## config.mk

```make
export PLATFORM = sky130hd
export DESIGN_NAME = uart_tx_fifo_flat
export DESIGN_NICKNAME = d
export VERILOG_FILES = /design/src/rtl/uart_tx_fifo_if.sv /design/src/rtl/uart_tx_fifo.sv /design/src/flat_wrapper.sv
export SDC_FILE = /design/constraint.sdc
export NUM_CORES = 1
export LEC_CHECK = 0
export ABC_CLOCK_PERIOD_IN_PS = 4730
export CORE_ASPECT_RATIO = 1.5
export CORE_UTILIZATION = 50
export CTS_CLUSTER_DIAMETER = 150
export CTS_CLUSTER_SIZE = 40
export DETAILED_ROUTE_END_ITERATION = 10
export PLACE_DENSITY = 0.69
export SLEW_MARGIN = 20
export SYNTH_ARGS = -nofsm -noshare
export SYNTH_HDL_FRONTEND = slang
export SYNTH_SLANG_ARGS = --single-unit
```

## constraint.sdc

```tcl
create_clock -name clk -period 4.73 [get_ports clk]
set_input_delay 0.7095 -clock clk [delete_from_list [all_inputs] [get_ports clk]]
set_output_delay 0.7095 -clock clk [all_outputs]
set_load 0.01 [all_outputs]
```

## src/rtl/uart_tx_fifo_if.sv

```systemverilog
// uart_tx_fifo_if: host-side and core-side signals of the UART transmit FIFO
interface uart_tx_fifo_if #(parameter int DEPTH = 16);
    localparam int CNT_W = $clog2(DEPTH) + 1;
    logic [7:0]       wrData;
    logic             wrEn;
    logic             flush;
    logic             ovfClear;
    logic [CNT_W-1:0] lowWater;
    logic             irqEn;
    logic             full;
    logic             empty;
    logic [CNT_W-1:0] level;
    logic             overflow;
    logic             lowWaterIrq;
    logic [7:0]       txDataOut;
    logic             txDataLoadEn;
    logic             txReady;
    modport master (
        output wrData, wrEn, flush, ovfClear, lowWater, irqEn, txReady,
        input  full, empty, level, overflow, lowWaterIrq, txDataOut, txDataLoadEn
    );
    modport slave (
        input  wrData, wrEn, flush, ovfClear, lowWater, irqEn, txReady,
        output full, empty, level, overflow, lowWaterIrq, txDataOut, txDataLoadEn
    );
endinterface

```

## src/rtl/uart_tx_fifo.sv

```systemverilog
// uart_tx_fifo: byte FIFO draining into the UART core holding register, paced by txReady
module uart_tx_fifo #(parameter int DEPTH = 16) (
    input logic           clk,
    input logic           reset,
    uart_tx_fifo_if.slave bus
);
    localparam int CNT_W = $clog2(DEPTH) + 1;
    localparam int PTR_W = CNT_W - 1;
    typedef enum logic [1:0] {IDLE, LOAD, SETTLE} state_t;
    state_t           state;
    logic [7:0]       mem [DEPTH];
    logic [PTR_W-1:0] wrPtr, rdPtr;
    logic [CNT_W-1:0] level, levelNext;
    logic             push, pop, drop;
    assign bus.full  = level == CNT_W'(DEPTH);
    assign bus.empty = level == '0;
    assign bus.level = level;
    // flush wins over both ends: a same-cycle push is discarded silently and no pop starts
    assign push      = bus.wrEn && !bus.full && !bus.flush;
    assign drop      = bus.wrEn && bus.full && !bus.flush;
    assign pop       = state == IDLE && bus.txReady && !bus.empty && !bus.flush;
    assign levelNext = bus.flush ? '0 : level + CNT_W'(push) - CNT_W'(pop);
    always_ff @(posedge clk)
        if (push) mem[wrPtr] <= bus.wrData;
    always_ff @(posedge clk or posedge reset)
        if (reset) begin
            state            <= IDLE;
            wrPtr            <= '0;
            rdPtr            <= '0;
            level            <= '0;
            bus.overflow     <= 1'b0;
            bus.lowWaterIrq  <= 1'b0;
            bus.txDataOut    <= 8'h00;
            bus.txDataLoadEn <= 1'b0;
        end else begin
            level            <= levelNext;
            wrPtr            <= push ? wrPtr + 1'b1 : wrPtr;
            rdPtr            <= bus.flush ? wrPtr : pop ? rdPtr + 1'b1 : rdPtr;
            bus.overflow     <= drop || (bus.overflow && !bus.ovfClear);
            bus.lowWaterIrq  <= bus.irqEn && (levelNext <= bus.lowWater);
            bus.txDataOut    <= pop ? mem[rdPtr] : bus.txDataOut;
            bus.txDataLoadEn <= pop;
            case (state)
                IDLE:    state <= pop ? LOAD : IDLE;
                LOAD:    state <= SETTLE;
                default: state <= IDLE;
            endcase
        end
endmodule

```

## src/flat_wrapper.sv

```systemverilog
// flat-port wrapper written by rule: the top's interface ports become plain ports
module uart_tx_fifo_flat 
#(parameter int DEPTH = 16)
  (clk, reset, bus_wrData, bus_wrEn, bus_flush, bus_ovfClear, bus_lowWater, bus_irqEn, bus_txReady, bus_full, bus_empty, bus_level, bus_overflow, bus_lowWaterIrq, bus_txDataOut, bus_txDataLoadEn);
  uart_tx_fifo_if #(.DEPTH(DEPTH)) bus_i ();
  input logic clk;
  input logic reset;
  input wire logic [$bits(bus_i.wrData)-1:0] bus_wrData;
  input wire logic [$bits(bus_i.wrEn)-1:0] bus_wrEn;
  input wire logic [$bits(bus_i.flush)-1:0] bus_flush;
  input wire logic [$bits(bus_i.ovfClear)-1:0] bus_ovfClear;
  input wire logic [$bits(bus_i.lowWater)-1:0] bus_lowWater;
  input wire logic [$bits(bus_i.irqEn)-1:0] bus_irqEn;
  input wire logic [$bits(bus_i.txReady)-1:0] bus_txReady;
  output wire logic [$bits(bus_i.full)-1:0] bus_full;
  output wire logic [$bits(bus_i.empty)-1:0] bus_empty;
  output wire logic [$bits(bus_i.level)-1:0] bus_level;
  output wire logic [$bits(bus_i.overflow)-1:0] bus_overflow;
  output wire logic [$bits(bus_i.lowWaterIrq)-1:0] bus_lowWaterIrq;
  output wire logic [$bits(bus_i.txDataOut)-1:0] bus_txDataOut;
  output wire logic [$bits(bus_i.txDataLoadEn)-1:0] bus_txDataLoadEn;
  assign bus_i.wrData = bus_wrData;
  assign bus_i.wrEn = bus_wrEn;
  assign bus_i.flush = bus_flush;
  assign bus_i.ovfClear = bus_ovfClear;
  assign bus_i.lowWater = bus_lowWater;
  assign bus_i.irqEn = bus_irqEn;
  assign bus_i.txReady = bus_txReady;
  assign bus_full = bus_i.full;
  assign bus_empty = bus_i.empty;
  assign bus_level = bus_i.level;
  assign bus_overflow = bus_i.overflow;
  assign bus_lowWaterIrq = bus_i.lowWaterIrq;
  assign bus_txDataOut = bus_i.txDataOut;
  assign bus_txDataLoadEn = bus_i.txDataLoadEn;
  uart_tx_fifo #(.DEPTH(DEPTH)) u_core (.clk(clk), .reset(reset), .bus(bus_i));
endmodule
```

-- Word level (Yosys, flattened, before mapping)
Memories as Yosys holds them, arrays and structs flattened. A register that Yosys moved wholly into a read port is not among the register bits.
Cells that the tools add are included.
Widths: inputs -> output; s select.
- RAM bits: 128
- flip-flop bits (word level): 18
- output and inout port bits: 18
- logic and storage cells: 39
- memories: 1
- bits of input ports: 20
- memories (memory ; depth ; width ; read ports ; clocked after Yosys merged registers in ; wr ports ; RTL line ; RTL):
    u_core.mem ; 16 ; 8 ; 1 ; 1 ; 1 ; uart_tx_fifo.sv:11 ; logic [7:0] mem [DEPTH];
- multiplexer cells: 7
- reduce and logical (&&, ||, !) cells: 17
- eq/ne operators: 2
- $lt $le $gt $ge: 1
- $add $sub $neg: 4
- operators by type and width (operator ; count):
    $logic_and 1x1->1 ; 9
    $add 4x1->4 const B ; 2
    $mux 4 ; 2
    $add 5x1->5 ; 1
    $eq 5x5->1 const B ; 1
    $le 5x5->1 ; 1
    $logic_not 5->1 ; 1
    $mux 5 ; 1
    $sub 5x1->5 ; 1
    $logic_not 1->1 ; 4
    $pmux 2 s2 ; 1
    $mux 1 ; 3
    $eq 2x1->1 const B ; 1
    $logic_not 2->1 ; 1
    $reduce_bool 2->1 ; 1
    $logic_or 1x1->1 ; 1

-- Logic depth before layout (Yosys ltp)
Gate-level depths: netlist (run 1).
- depth in word-level cells: 9
- depth in mapped cells: 19
- mapped depth without buffers: 18

-- Worst setup path after synthesis (run 1)
OpenSTA, ideal clock, no wires.
- path type: input -> register
- start point: in bus_flush
- end point: reg u_core.bus.lowWaterIrq
- setup time: 0.065 ns
- cell stages on the path: 15
- data arrival time: 3.385 ns
- path buffers: 2
- setup slack: 1.281 ns
- data required time: 4.665 ns
- cell sequence: buf_6 nor4_4 buf_6 ha_1 inv_1 ha_1 inv_1 fa_1 nor2_1 ha_1 nor2b_1 o21ai_0 nand2b_1 a211oi_1 o21a_1
- elaborated cells on any way between the ends: 8
- classes of those cells: add/sub: 2; order compare: 1; mux: 1; reduce/logical: 4
- RTL lines (item ; RTL line ; RTL):
    start: declaration ; flat_wrapper.sv:10 ; input wire logic [$bits(bus_i.flush)-1:0] bus_flush;
    $logic_not 1->1 ; uart_tx_fifo.sv:21 ; assign pop = state == IDLE && bus.txReady && !bus.empty && !bus.flush;
    $logic_and 1x1->1 ; uart_tx_fifo.sv:21 ;
    via u_core.pop ; uart_tx_fifo.sv:14 ; logic push, pop, drop;
    $sub 5x1->5 ; uart_tx_fifo.sv:22 ; assign levelNext = bus.flush ? '0 : level + CNT_W'(push) - CNT_W'(pop);
    $mux 5 ; uart_tx_fifo.sv:22 ;
    via u_core.levelNext[1] ; uart_tx_fifo.sv:13 ; logic [CNT_W-1:0] level, levelNext;
    $le 5x5->1 ; uart_tx_fifo.sv:40 ; bus.lowWaterIrq <= bus.irqEn && (levelNext <= bus.lowWater);
    $logic_and 1x1->1 ; uart_tx_fifo.sv:40 ;
    end signal: assignment ; uart_tx_fifo.sv:40 ;
    end: declaration ; uart_tx_fifo_if.sv:24 ; output full, empty, level, overflow, lowWaterIrq, txDataOut, txDataLoadEn
The timed path passes the listed nets, and every way through them passes these cells.
A chain may end at the register's enable or synchronous reset.

-- Final worst setup path (run 1)
- start point: in bus_flush
- end point: reg u_core.bus.lowWaterIrq
- longest elaborated chain between the ends: 7
- elaborated cells on any way between the ends: 8
- classes of those cells: add/sub: 2; order compare: 1; mux: 1; reduce/logical: 4
- ends and longest elaborated chain (item ; RTL line ; RTL):
    $logic_not 1->1 ; uart_tx_fifo.sv:19, uart_tx_fifo.sv:21 ;
    $logic_and 1x1->1 ; uart_tx_fifo.sv:19 ; assign push = bus.wrEn && !bus.full && !bus.flush;
    $add 5x1->5 ; uart_tx_fifo.sv:22 ;
    $sub 5x1->5 ; uart_tx_fifo.sv:22 ;
    $mux 5 (*) ; uart_tx_fifo.sv:22 ;
    via u_core.levelNext[1] ; uart_tx_fifo.sv:13 ;
    $le 5x5->1 (*) ; uart_tx_fifo.sv:40 ;
    $logic_and 1x1->1 (*) ; uart_tx_fifo.sv:40 ;
Mark *: on every way through the listed nets, which the timed path passes. The rest lies on a longest branch.

==> results.yml, run 1 <==
pwr:
  cell_internal_pwr_mw: 3.045
  ir_worst_vdd_uv: 288.0
  pwr-share-comb_pct: 26.9
  power_switching_mw: 1.282
  power_leakage_nw: 2.580
  power.density_nw_per_um2: 580.4
  share_seq_of_total_power_pct: 43.2
  clock_power_share_pct: 29.9
  switching_share_pct: 29.63
floorplan:
  io_pins: 38
  die-width_um: 94.20
  fp.coreArea_um2: 12450
  die-area_um2: 13210
  core.rowCount: 50
  start_util_pct: 51.21
  chipHeight_um: 140.3
status:
  status: "completed"
clock_tree:
  setup_bufs_post_cts: 0
  cts.root.buffer_cell: "sky130_fd_sc_hd__clkbuf_16"
  clock_tree.buffer_depth: 2
  cts_made_buffers: 17
  cts.clk_slew.worst_paths_ns: 0.06
  clock_tree_from_tritoncts: "yes"
  htree_levels: 4
  clock_insertion_delay_worst_skew_ns: 0.41
  post_cts.resized_instances: 0
  cts-hold-fix-buffers: 0
  numClockSinks: 154
route:
  total_routed_wirelength_mm: 12.30
  number_of_detailed_route_iterations_in_the_first_pass: 4
  routedWlPerCell_um: 21.92
  vias: 3174
  detail_route.iter0.violations: 203
  detail_route.drc_violations: 0
  avgViaCountPerCell: 5.658
  ant_nets: 0
timing:
  report.final.setup_viol: 0
  worstMarginPinSlew_ns: 1.052
  maxSlewHeadroom_pct: 29.62
  max_freq_mhz: 296.1
  worst_clock_skew_ns: 0.009763
  post-route-min-period_ns: 3.377
  timing_max_transition_violations_final: 0
  sum_neg_setup_slack_ns: 0
  timing.final.crit_share_pct: 71.41
  setup_slack_ns: 1.353
  setup_repair_after_global_routing_missed_its_margin: "false"
  timing.final.hold_violations: 0
synth:
  synth.area.top_cells: "sky130_fd_sc_hd__edfxtp_1 60%, sky130_fd_sc_hd__dfrtp_1 10%, sky130_fd_sc_hd__mux4_2 6.7%"
  ys_ff_latch: 154
  yosys.area.top_type: "sky130_fd_sc_hd__edfxtp_1"
  share_of_yosys_cell_area_claimed_by_the_top_area_cell_type_pct: 60.29
  yosysUniqueCellTypes: 39
  synth-edff-count: 128
  ys.warnings.count: 0
  share_of_synthesized_registers_carrying_an_async_set_or_reset_pct: 16.88
  netlist_area_um2: 6375
  post_synthesis_average_cell_area_um2: 18.48
  cells_after_synth: 345
  synth_top_flop_cell: "sky130_fd_sc_hd__edfxtp_1"
  mappedNetlistNets: 382
  synth.yosys.seq_area_share_pct: 70.50
worst_setup_path:
  arrival_ns: 3.73
  slowest_delay_ns: 0.42
  timing.critical_path.mode_cell: "sky130_fd_sc_hd__ha_1"
  critical_path_peak_fanout: 16
  crit_path_start_kind: "input port"
  cp_slowest_cell: "sky130_fd_sc_hd__fa_1"
  critical_path.endpoint_type: "flop"
  worst-setup-path-type: "in -> reg"
  cp_num_buf_inv: 4
  worstPathCellList: "clkdlybuf4s50_1 > buf_4 > nor4_4 > ha_1 > inv_1 > ha_1 > inv_1 > fa_1 > nor2_1 > ha_1 > nor2b_1 > o21ai_0 > nand2b_1 > a211oi_1 > o21a_1"
  source_of_the_critical_timing_path: "bus_flush"
  critical_path.top_delay_family: "adder cells"
  worst_r2r_startpoint: "u_core.bus.level[3]"
  cp.required_ns: 5.09
placed_design:
  pre_cts_ws_ns: 0.8980
  gpl.final_weighted_congestion: 0.7386
  detailedPlacementHpwl_mm: 8.228
  numPortBuffers: 37
worst_hold_path:
  hp-class: "reg -> reg"
  hold_path.startpoint: "u_core.state[1]"
grt:
  grt_max_degree: 35
  gr-usage-all-layers_pct: 20.38
  first_pass_grt_wire_length_mm: 18.62
  grt_remaining_overflow: 0
  number_of_antenna_violations_at_the_first_check_in_global_routing: 0
  number_of_global_route_vias_before_repair: 3426
finish:
  layout_common_cells: "128 x sky130_fd_sc_hd__edfxtp_1, 37 x sky130_fd_sc_hd__clkdlybuf4s50_1, 25 x sky130_fd_sc_hd__dfrtp_1"
  post_route_cells_drive_above_1_share_pct: 18.02
  insertedDiodeCount: 0
  design.final.nets: 429
  p_r_area_growth_vs_syn_pct: 16.96
  layout.cells.most_common: "sky130_fd_sc_hd__edfxtp_1"
run:
  timing.max_cap.violations: 0
[state kept, by name, summed over array words and instances (netlist names)]
name	flops
u_core.mem	128
u_core.bus.txDataOut	8
u_core.bus.level	5
u_core.rdPtr	4
u_core.wrPtr	4
u_core.state	2
u_core.bus.lowWaterIrq	1
u_core.bus.overflow	1
u_core.bus.txDataLoadEn	1
[final cells by class]
type | count | area, um^2
inverter | 17 | 63.81
multi-input combinational | 158 | 1695
fill | 909 | 4994
timing repair buffer | 44 | 422.9
clock buffer | 20 | 466.7
tap | 156 | 195.2
clock inverter | 12 | 113.9
sequential | 154 | 4498
[metal layers]
layer  up-vias  global-route usage (%)  wire length [um]
met2        80                   37.03              6879
met4         0                   7.449               204
li1       1462                       -                 -
met3        12                   4.072               448
met1      1620                   23.25              4764
met5         -                       0                 0
[power groups by stage]
| stage | Clock, mW | Combinational [mW] | Sequential, mW |
|---|---|---|---|
| global placement | 0 | 1.15 | 1.89 |
| global route | 1.37 | 1.28 | 1.90 |
| finish | 1.29 | 1.17 | 1.87 |
| CTS | 1.31 | 1.18 | 1.87 |
| floorplan | 0 | 0.948 | 1.75 |
| detailed placement | 0 | 1.18 | 1.90 |
[stage by stage]
stage / utilization [%] / total power, mW / instance area (um^2) / std cells / hold slack [ns]
2_1_floorplan: - / 2.696 / 6375 / 345 / 0.3937
3_3_place_gp: 55.21 / 3.037 / 6873 / 529 / 0.4142
3_5_place_dp: 55.21 / 3.074 / 6873 / 529 / 0.4284
4_1_cts: 59.87 / 4.367 / 7453 / 561 / 0.4362
5_1_grt: 59.89 / 4.548 / 7456 / 561 / 0.4531
6_report: 59.89 / 4.327 / 7456 / 561 / 0.4276
[kinds of logic (layout without fill, tap and decap cells)]
kind of cell,count (synthesis),in the layout,share of synthesized area [%]
DFF,154,154,70.50
and+or+nand+nor,52,52,4.652
muxes,42,42,13.82
AOI/OAI and AO/OA,38,38,3.435
buffers and inverters,33,93,2.905
adders and majority gates,17,17,3.454
xor gates and xnor gates,9,9,1.237
[final timing paths]
check	end	slack [ns]	cells after the start
hold / removal	u_core.state[1]	0.43	1
setup / recovery	u_core.bus.lowWaterIrq	1.35	15
max in group asynchronous	u_core.rdPtr[2]	3.62	2
min in group asynchronous	u_core.bus.txDataOut[0]	0.67	2
hold reg to reg	u_core.state[1]	0.43	1
setup reg to reg	u_core.bus.lowWaterIrq	1.36	18
[cells in the mapped netlist, types with 5 or more instances]
| cell | number |
|---|---|
| sky130_fd_sc_hd__nor2_1 | 16 |
| sky130_fd_sc_hd__nand2b_1 | 6 |
| sky130_fd_sc_hd__nand2_1 | 12 |
| sky130_fd_sc_hd__mux4_1 | 13 |
| sky130_fd_sc_hd__mux2_2 | 9 |
| sky130_fd_sc_hd__xnor2_1 | 6 |
| sky130_fd_sc_hd__buf_6 | 5 |
| sky130_fd_sc_hd__o22ai_1 | 17 |
| sky130_fd_sc_hd__edfxtp_1 | 128 |
| sky130_fd_sc_hd__mux4_2 | 19 |
| sky130_fd_sc_hd__o21ai_0 | 7 |
| sky130_fd_sc_hd__nor3_1 | 5 |
| sky130_fd_sc_hd__inv_1 | 17 |
| sky130_fd_sc_hd__a21oi_1 | 11 |
| sky130_fd_sc_hd__ha_1 | 16 |
| sky130_fd_sc_hd__dfrtp_1 | 26 |
Note: power is estimated with default switching activity, not from simulation.
==> run 2, diff against run 1 <==
--- a/config.mk
+++ b/config.mk
@@ -5,7 +5,7 @@
 export SDC_FILE = /design/constraint.sdc
 export NUM_CORES = 1
 export LEC_CHECK = 0
-export ABC_CLOCK_PERIOD_IN_PS = 4730
+export ABC_CLOCK_PERIOD_IN_PS = 3430
 export CORE_ASPECT_RATIO = 1.5
 export CORE_UTILIZATION = 50
 export CTS_CLUSTER_DIAMETER = 150
==> constraint.sdc (replaced) <==
create_clock -name clk -period 3.43 [get_ports clk]
set_input_delay 0.5145 -clock clk [delete_from_list [all_inputs] [get_ports clk]]
set_output_delay 0.5145 -clock clk [all_outputs]
set_load 0.01 [all_outputs]
==> results.yml, run 2 (same netlist as run 1, synthesis figures left out) <==
finish:
  post_route_cells_drive_above_1_share_pct: 21.62
  layout.cells.most_common: "sky130_fd_sc_hd__edfxtp_1"
  insertedDiodeCount: 0
  largestRegisters: "u_core.mem x128, u_core.bus.txDataOut x8, u_core.bus.level x5"
  layout_common_cells: "128 x sky130_fd_sc_hd__edfxtp_1, 37 x sky130_fd_sc_hd__clkdlybuf4s50_1, 25 x sky130_fd_sc_hd__dfrtp_1"
  largest_register_ff_count: 128
  layout.cells.non_filler: 577
  filler_cell_count: 917
  biggest_register: "u_core.mem"
  layout.cell_area.non_filler_um2: 7614
  design.final.nets: 445
  p_r_area_growth_vs_syn_pct: 19.43
  post-route-util_pct: 61.16
worst_setup_path:
  critical_path.endpoint_type: "flop"
  worst-setup-path-type: "reg -> reg"
  cp.required_ns: 3.75
  arrival_ns: 3.54
  worstPathCellList: "inv_1 > ha_1 > nor4b_4 > nor4_4 > ha_1 > inv_1 > ha_1 > inv_1 > fa_2 > inv_1 > a21oi_1 > nor2_1 > or3_1 > a21oi_2 > ha_1 > nand3_1 > o22ai_1 > o21a_1"
  crit_path_start_kind: "flop"
  cp_slowest_cell: "sky130_fd_sc_hd__dfrtp_1"
  worst-r2r-cell-count: 18
  critical_path_peak_fanout: 3
  worst_r2r_endpoint: "u_core.bus.lowWaterIrq"
  worst_r2r_startpoint: "u_core.bus.level[3]"
  r2r_setup_slack_ns: 0.21
  slowest_delay_ns: 0.41
clock_tree:
  numClockSinks: 154
  setup_bufs_post_cts: 0
  cts_made_buffers: 17
  clock_tree.buffer_depth: 2
  cts.root.buffer_cell: "sky130_fd_sc_hd__clkbuf_16"
  cts-hold-fix-buffers: 0
  cts.clk_slew.worst_paths_ns: 0.06
  clock_insertion_delay_worst_skew_ns: 0.42
  clock_tree_from_tritoncts: "yes"
  htree_levels: 4
  post_cts.resized_instances: 0
route:
  detail_route.drc_violations: 0
  avgViaCountPerCell: 5.735
  total_routed_wirelength_mm: 12.35
  routedWlPerCell_um: 21.41
  vias: 3309
  detail_route.iter0.violations: 255
  ant_nets: 0
  number_of_detailed_route_iterations_in_the_first_pass: 4
floorplan:
  chipHeight_um: 140.3
  fp.coreArea_um2: 12450
  io_pins: 38
  start_util_pct: 51.21
  die-area_um2: 13210
  core.rowCount: 50
  die-width_um: 94.20
grt:
  gr-usage-all-layers_pct: 20.68
  grt_max_degree: 34
  number_of_global_route_vias_before_repair: 3467
  first_pass_grt_wire_length_mm: 19.35
  number_of_antenna_violations_at_the_first_check_in_global_routing: 0
  grt_remaining_overflow: 0
placed_design:
  postPlaceCellArea_um2: 6993
  detailedPlacementHpwl_mm: 8.273
  numPortBuffers: 37
  gpl.final_weighted_congestion: 0.7830
  pre_cts_ws_ns: -0.06291
  placed_cells_incl_taps: 545
worst_hold_path:
  hp-class: "reg -> reg"
  worstHoldPathCells: 1
  timing.hold.worst_endpoint: "u_core.state[1]"
  hold_path.startpoint: "u_core.state[1]"
timing:
  report.final.setup_viol: 0
  maxSlewHeadroom_pct: 45.91
  setup_slack_ns: 0.2078
  worst_clock_skew_ns: 0.008288
  worstMarginPinSlew_ns: 0.8114
  max_freq_mhz: 310.3
  whs_ns: 0.4235
  timing.final.crit_share_pct: 93.94
  post-route-min-period_ns: 3.222
  timing.final.hold_violations: 0
  setup_repair_after_global_routing_missed_its_margin: "false"
  timing_max_transition_violations_final: 0
pwr:
  power_leakage_nw: 2.675
  power.density_nw_per_um2: 807.6
  ir_worst_vdd_uv: 351.5
run:
  timing.max_cap.violations: 0
status:
  status: "completed"
==> run 2: changes by cell type in the layout (fill, tap and decap cells not counted), sizes merged <==
cell,delta
clkinv,+1
bufinv,+2
buf,+16
inv,-2
clkbuf,-1
==> run 2: area by class of cell <==
cell class / instances / area, um^2 / share of cell area [%]
inverters: 17 / 63.81 / 0.8381
repair buffers: 60 / 543.0 / 7.132
well taps: 156 / 195.2 / 2.564
multi-input cells: 158 / 1704 / 22.38
clock buffers: 19 / 442.9 / 5.818
clock inverters: 13 / 168.9 / 2.219
flip-flops and latches: 154 / 4496 / 59.05
==> run 2: critical path: cells and delay by family, from the launching register on <==
| family | cells | cell delay (ns) |
|---|---|---|
| and+or+nand+nor | 5 | 0.84 |
| DFF | 1 | 0.41 |
| buffers and inverters | 4 | 0.23 |
| AOI/OAI and AO/OA | 4 | 0.53 |
| adders and majority gates | 5 | 1.08 |
==> run 2: report_power, final <==
part           switching (mW)  internal, mW
sequential              0.258          2.24
combinational           0.797         0.931
clock                   0.756          1.17
==> run 2: worst max path at each step <==
stage	from	slack, ns	cells past startpoint	end
6_report	u_core.bus.level[3]	0.21	18	u_core.bus.lowWaterIrq
5_1_grt	u_core.bus.level[3]	0.009	18	u_core.bus.lowWaterIrq
2_1_floorplan	u_core.bus.level[2]	0.04	17	u_core.bus.lowWaterIrq
3_3_place_gp	bus_flush	-0.01	14	u_core.bus.lowWaterIrq
4_1_cts	u_core.bus.level[3]	0.11	18	u_core.bus.lowWaterIrq
3_5_place_dp	bus_flush	-0.06	14	u_core.bus.lowWaterIrq
==> run 2: routing by layer <==
metal  GRT usage (%)  vias to the layer above  wire [um]
met3           4.289                       24        399
met2           36.50                       78       6842
met5               0                        -          0
met4           9.231                        0        277
li1                -                     1486          -
met1           23.78                     1721       4834
==> run 2: metrics by stage <==
step                power [mW]  setup TNS [ns]
floorplan                3.718               0
global placement         4.232        -0.01382
detailed placement       4.266        -0.06291
CTS                      6.181               0
global route             6.457               0
finish                   6.149               0
